**src/rtl/alu_pkg.sv**
```systemverilog
// Shared definitions for the MIPS ALU: operation codes, the per-bit slice
// selector and a helper that tells defined operations apart from the rest.
package alu_pkg;

    typedef logic [3:0] alu_op_t;

    localparam alu_op_t ALU_AND = 4'b0000;
    localparam alu_op_t ALU_OR  = 4'b0001;
    localparam alu_op_t ALU_ADD = 4'b0010;
    localparam alu_op_t ALU_SUB = 4'b0110;
    localparam alu_op_t ALU_SLT = 4'b0111;
    localparam alu_op_t ALU_NOR = 4'b1100;

    // Low two ALUop bits pick the slice output; inversion and carry-in come from the upper bits.
    typedef enum logic [1:0] {
        SLICE_AND  = 2'b00,
        SLICE_OR   = 2'b01,
        SLICE_ADD  = 2'b10,
        SLICE_LESS = 2'b11
    } slice_op_t;

    function automatic logic op_is_defined(input alu_op_t op);
        case (op)
            ALU_AND, ALU_OR, ALU_ADD, ALU_SUB, ALU_SLT, ALU_NOR: return 1'b1;
            default:                                            return 1'b0;
        endcase
    endfunction

endpackage

```
**src/rtl/arithmetic_logic_unit_if.sv**
```systemverilog
// Operand/result bundle between the ALU control path and the ALU itself.
interface arithmetic_logic_unit_if #(
    parameter int WIDTH = 32
);
    import alu_pkg::*;

    logic [WIDTH-1:0] a;
    logic [WIDTH-1:0] b;
    alu_op_t          ALUop;
    logic [WIDTH-1:0] result;
    logic             zero;
    logic             overflow;

    modport master (
        output a, b, ALUop,
        input  result, zero, overflow
    );

    modport slave (
        input  a, b, ALUop,
        output result, zero, overflow
    );

endinterface

```
**src/rtl/alu_bit_slice.sv**
```systemverilog
// One bit of the ripple ALU: optional operand inversion, full adder and a
// four-way output select (AND, OR, SUM, LESS).
module alu_bit_slice
    import alu_pkg::*;
(
    input  logic      a,
    input  logic      b,
    input  logic      ainvert,
    input  logic      binvert,
    input  logic      carry_in,
    input  logic      less,
    input  slice_op_t op,
    output logic      result,
    output logic      carry_out
);

    logic w_a;
    logic w_b;
    logic w_sum;

    assign w_a       = a ^ ainvert;
    assign w_b       = b ^ binvert;
    assign w_sum     = w_a ^ w_b ^ carry_in;
    assign carry_out = (w_a & w_b) | (carry_in & (w_a ^ w_b));

    always_comb begin
        // NOTE: a default before the case keeps this purely combinational (no latch).
        result = 1'b0;
        case (op)
            SLICE_AND:  result = w_a & w_b;
            SLICE_OR:   result = w_a | w_b;
            SLICE_ADD:  result = w_sum;
            SLICE_LESS: result = less;
            default:    result = 1'b0;
        endcase
    end

endmodule

```
**src/rtl/arithmetic_logic_unit.sv**
```systemverilog
// 32-bit MIPS ALU built from a ripple chain of bit slices; result, zero and
// overflow are registered one cycle after the operands are presented.
module arithmetic_logic_unit
    import alu_pkg::*;
#(
    parameter int WIDTH = 32
) (
    input  logic                    clk,
    input  logic                    rst,
    arithmetic_logic_unit_if.slave  bus
);

    logic             w_ainvert;
    logic             w_binvert;
    slice_op_t        w_slice_op;
    logic [WIDTH-1:0] w_slice_result;
    logic             w_msb_sum;
    logic             w_ovf_internal;
    logic             w_less;
    logic             w_is_addsub;
    logic [WIDTH-1:0] w_next_result;
    logic             w_next_overflow;

    logic [WIDTH-1:0] r_result;
    logic             r_zero;
    logic             r_overflow;

    // SUB/SLT invert b and inject the +1 through the carry-in; NOR inverts a as well.
    assign w_ainvert  = bus.ALUop[3];
    assign w_binvert  = bus.ALUop[2];
    assign w_slice_op = slice_op_t'(bus.ALUop[1:0]);

    for (genvar i = 0; i < WIDTH; i++) begin : g_slice
        logic w_cin;
        logic w_cout;
        logic w_less_in;

        if (i == 0) begin : g_lsb
            assign w_cin     = w_binvert;
            assign w_less_in = w_less;
        end else begin : g_chain
            assign w_cin     = g_slice[i-1].w_cout;
            assign w_less_in = 1'b0;
        end

        alu_bit_slice u_slice (
            .a         (bus.a[i]),
            .b         (bus.b[i]),
            .ainvert   (w_ainvert),
            .binvert   (w_binvert),
            .carry_in  (w_cin),
            .less      (w_less_in),
            .op        (w_slice_op),
            .result    (w_slice_result[i]),
            .carry_out (w_cout)
        );
    end

    // The MSB sum is rebuilt here because the top slice outputs LESS, not SUM, during SLT.
    assign w_msb_sum      = (bus.a[WIDTH-1] ^ w_ainvert) ^ (bus.b[WIDTH-1] ^ w_binvert)
                            ^ g_slice[WIDTH-1].w_cin;
    assign w_ovf_internal = g_slice[WIDTH-1].w_cin ^ g_slice[WIDTH-1].w_cout;
    assign w_less         = w_msb_sum ^ w_ovf_internal;

    assign w_is_addsub     = (bus.ALUop == ALU_ADD) || (bus.ALUop == ALU_SUB);
    assign w_next_result   = op_is_defined(bus.ALUop) ? w_slice_result : '0;
    assign w_next_overflow = w_is_addsub & w_ovf_internal;

    always_ff @(posedge clk) begin
        // NOTE: non-blocking assignments so every register samples the pre-edge values.
        if (rst) begin
            r_result   <= '0;
            r_zero     <= 1'b1;
            r_overflow <= 1'b0;
        end else begin
            r_result   <= w_next_result;
            r_zero     <= (w_next_result == '0);
            r_overflow <= w_next_overflow;
        end
    end

    assign bus.result   = r_result;
    assign bus.zero     = r_zero;
    assign bus.overflow = r_overflow;

endmodule

```
**src/flat_wrapper.sv**
```systemverilog
// flat-port wrapper written by rule: the top's interface ports become plain ports
module arithmetic_logic_unit_flat import alu_pkg::*;
#(
    parameter int WIDTH = 32
)
  (clk, rst, bus_a, bus_b, bus_ALUop, bus_result, bus_zero, bus_overflow);
  arithmetic_logic_unit_if #(.WIDTH(WIDTH)) bus_i ();
  input  logic clk;
  input  logic rst;
  input wire logic [$bits(bus_i.a)-1:0] bus_a;
  input wire logic [$bits(bus_i.b)-1:0] bus_b;
  input wire logic [$bits(bus_i.ALUop)-1:0] bus_ALUop;
  output wire logic [$bits(bus_i.result)-1:0] bus_result;
  output wire logic [$bits(bus_i.zero)-1:0] bus_zero;
  output wire logic [$bits(bus_i.overflow)-1:0] bus_overflow;
  assign bus_i.a = bus_a;
  assign bus_i.b = bus_b;
  assign bus_i.ALUop = bus_ALUop;
  assign bus_result = bus_i.result;
  assign bus_zero = bus_i.zero;
  assign bus_overflow = bus_i.overflow;
  arithmetic_logic_unit #(.WIDTH(WIDTH)) u_core (.clk(clk), .rst(rst), .bus(bus_i));
endmodule
```
**config.mk**
```make
export PLATFORM = sky130hd
export DESIGN_NAME = arithmetic_logic_unit_flat
export DESIGN_NICKNAME = d
export VERILOG_FILES = /design/src/rtl/alu_pkg.sv /design/src/rtl/arithmetic_logic_unit_if.sv /design/src/rtl/alu_bit_slice.sv /design/src/rtl/arithmetic_logic_unit.sv /design/src/flat_wrapper.sv
export SDC_FILE = /design/constraint.sdc
export NUM_CORES = 1
export LEC_CHECK = 0
export ABC_CLOCK_PERIOD_IN_PS = 20100
export CAP_MARGIN = 20
export CORE_UTILIZATION = 40
export DETAILED_ROUTE_END_ITERATION = 7
export PLACE_DENSITY = 0.69
export SYNTH_ARGS = -nofsm -noshare
export SYNTH_HDL_FRONTEND = slang
export SYNTH_HIERARCHICAL = 1
export SYNTH_SLANG_ARGS = --single-unit
```
**constraint.sdc**
```tcl
create_clock -name clk -period 20.1 [get_ports clk]
set_input_delay 4.02 -clock clk [delete_from_list [all_inputs] [get_ports clk]]
set_output_delay 4.02 -clock clk [all_outputs]
set_load 0.01 [all_outputs]
```
==> results.yml, run 1 <==
outcome:
  status: "completed"
logic_synthesis:
  syn_area_per_cell_um2: 11.4
  synth_area_um2: 4400
  yosysWarnings: 6
  ys_ff_latch: 34
  ys_seq_area_share_pct: 15.5
  syn-instance-count: 385
  synth.distinct_cells: 20
grt:
  grt_pass1_vias: 3455
  grt_max_degree: 37
  grt_antenna_before_repair: 0
  gr-usage-met2_pct: 33.4
  grt_pass1_wl_um: 16300
  gr-usage-met3_pct: 2.31
  met1_usage_pct: 21.5
  busiest_layer: "met2"
  overflow: 0
  grt_use_total_pct: 18.1
floorplan:
  die-area_um2: 11400
  io_pins: 104
  coreArea_um2: 10500
  fp.dieH_um: 107
  fp-row-count: 37
  initial_core_util_pct: 41.8
  fp.dieW_um: 107
drt:
  ant_nets: 0
  drtIter0Drc: 85
  drt_drc_violations_left: 0
  dr.pass1.iters: 4
  via_per_inst: 4.55
  via_count: 3046
  drt_wl_total_um: 9500
  wl_per_cell_um: 14.2
worst_setup_path:
  worstPathRequired_ps: 20330
  cpMaxStageDelayCell: "mux4_2"
  critPathCaptureType: "flop"
  start_kind: "input port"
  crit_family: "adder cells"
  critical_path.max_stage_delay_ps: 500
  cpMostUsedCell: "fa_2"
  crit_type: "input port to flop"
  worstPathArrival_ps: 19830
  crit_path_max_fanout: 2
  worst-path-buf-inv: 2
timing:
  rsz0062_at_grt: "no"
  worst_slew_pin_slew_ps: 967
  min_period_ps: 19600
  relSlewSlack_pct: 35.5
  fmax_mhz: 51.0
  finalWorstSetupSlack_ps: 500
  whs_ps: 4420
  fin_crit_sh_pct: 97.5
  hold_viol: 0
  drv_slew: 0
  finalSetupViolCount: 0
cells_and_area:
  final_cell_mix: "clkdlybuf4s50_1 (98), inv_1 (97), ha_1 (64)"
  area_delta_synth_final_pct: 34.4
  drive_gt1_share_pct: 21.8
  final_nets: 698
  final_common_cell: "clkdlybuf4s50_1"
  num_antenna_cells: 0
  finish.utilization_pct: 56.2
  fillers: 913
  fin_area_um2: 5910
pwr:
  leakagePower_uw: 0.00257
  ir_drop_mv: 0.0273
  power-per-cell-area_nw_per_um2: 48.6
  power_uw: 287
clock_tree:
  cts_buffers: 5
  cts_max_path_buffers: 2
  post_cts_buffers: 0
  cts_root_buffer: "clkbuf_8"
  cts.clk_slew.worst_paths_ps: 70
  cts_tree: "done"
  clock_sinks: 34
  cts-hold-fix-buffers: 0
  h-tree-depth: 2
run:
  max_cap_viol_count: 0
placement:
  gp_congestion: 0.782
  portBuffers: 103
  hpwl_um: 7700
  dp_worst_setup_slack_ps: -1200
  placed_area_um2: 5740
worst_hold_path:
  hp-class: "input port to flop"
[repair_timing]
| action | 4_1_cts | 5_1_grt |
|---|---|---|
| gates resized for setup | 16 | 7 |
| pin swaps | 1 | 1 |
| setup endpoints to repair | 3 | 2 |
[path summary, 6_finish.rpt]
check	slack, ps	start	cells past startpoint	end
worst max-delay path	500	bus_a[0]	42	u_core/bus.zero$_SDFF_PP1_
worst min-delay path	4420	bus_ALUop[1]	3	u_core/bus.overflow$_SDFF_PP0_
[per-layer routing]
| layer | vias to the layer above | part of all wire [%] |
|---|---|---|
| met4 | 0 | 2.2 |
| met1 | 1492 | 41 |
| li1 | 1473 | - |
| met5 | - | 0 |
| met2 | 67 | 53 |
| met3 | 14 | 3.6 |
[cells in the mapped netlist]
library cell	number	share of area (%)
a211o_1	1	0.20
a31oi_4	1	0.48
and4_1	2	0.40
and4bb_4	1	0.37
buf_2	1	0.11
buf_6	3	0.77
clkbuf_1	3	0.26
conb_1	1	0.085
dfxtp_1	34	15
fa_1	32	15
ha_1	64	18
inv_1	97	8.3
mux4_2	32	16
nand2b_1	2	0.28
nand3b_1	1	0.17
nor3b_1	2	0.34
nor3b_2	30	8.5
nor4_1	9	1.3
xnor2_1	37	7.4
xor2_1	32	6.4
[cells by family (layout without fill, tap and decap cells)]
logic type | after synthesis | after routing | share of synthesized area (%)
XOR/XNOR | 69 | 69 | 13.7
AND/OR/NAND/NOR | 47 | 47 | 11.4
buffers and inverters | 104 | 222 | 9.42
adder cells (fa/ha/maj) | 96 | 96 | 32.8
other | 1 | 31 | 0.0853
multiplexers | 32 | 32 | 16.4
flip-flops | 34 | 34 | 15.5
AO/OA/AOI/OAI | 2 | 2 | 0.683
[per-stage QoR]
step / TNS (ps) / cells
2_1_floorplan: 0 / 415
3_3_place_gp: -1720 / 661
3_5_place_dp: -2840 / 661
4_1_cts: 0 / 669
5_1_grt: 0 / 669
6_report: 0 / 669
[state kept, by name, summed over array words and instances, names as in the netlist]
signal,cells
u_core/bus.zero,1
u_core/bus.overflow,1
u_core/bus.result,32
[report_power, final]
part,internal (uW),leakage (uW),switching (uW),total [uW]
Sequential,72.3,0.000278,1.63,74.0
Combinational,86.3,0.00225,73.0,159
Clock,27.5,0.0000472,26.1,53.7
[layout make-up]
| cell class | count | area [um2] | area share, % |
|---|---|---|---|
| Tap cell | 136 | 170 | 2.88 |
| Multi-Input combinational cell | 277 | 3480 | 59.0 |
| Clock buffer | 6 | 82.6 | 1.40 |
| Timing Repair Buffer | 117 | 1110 | 18.8 |
| Inverter | 97 | 364 | 6.17 |
| Clock inverter | 2 | 12.5 | 0.212 |
| Sequential cell | 34 | 681 | 11.5 |
(Power assumes the default switching activity.)
==> run 2: changes to the inputs <==
- CTS_CLUSTER_DIAMETER: unset -> 60
==> results of run 2 <==
No change in the layout: final DEF, timing and power equal those of run 1.
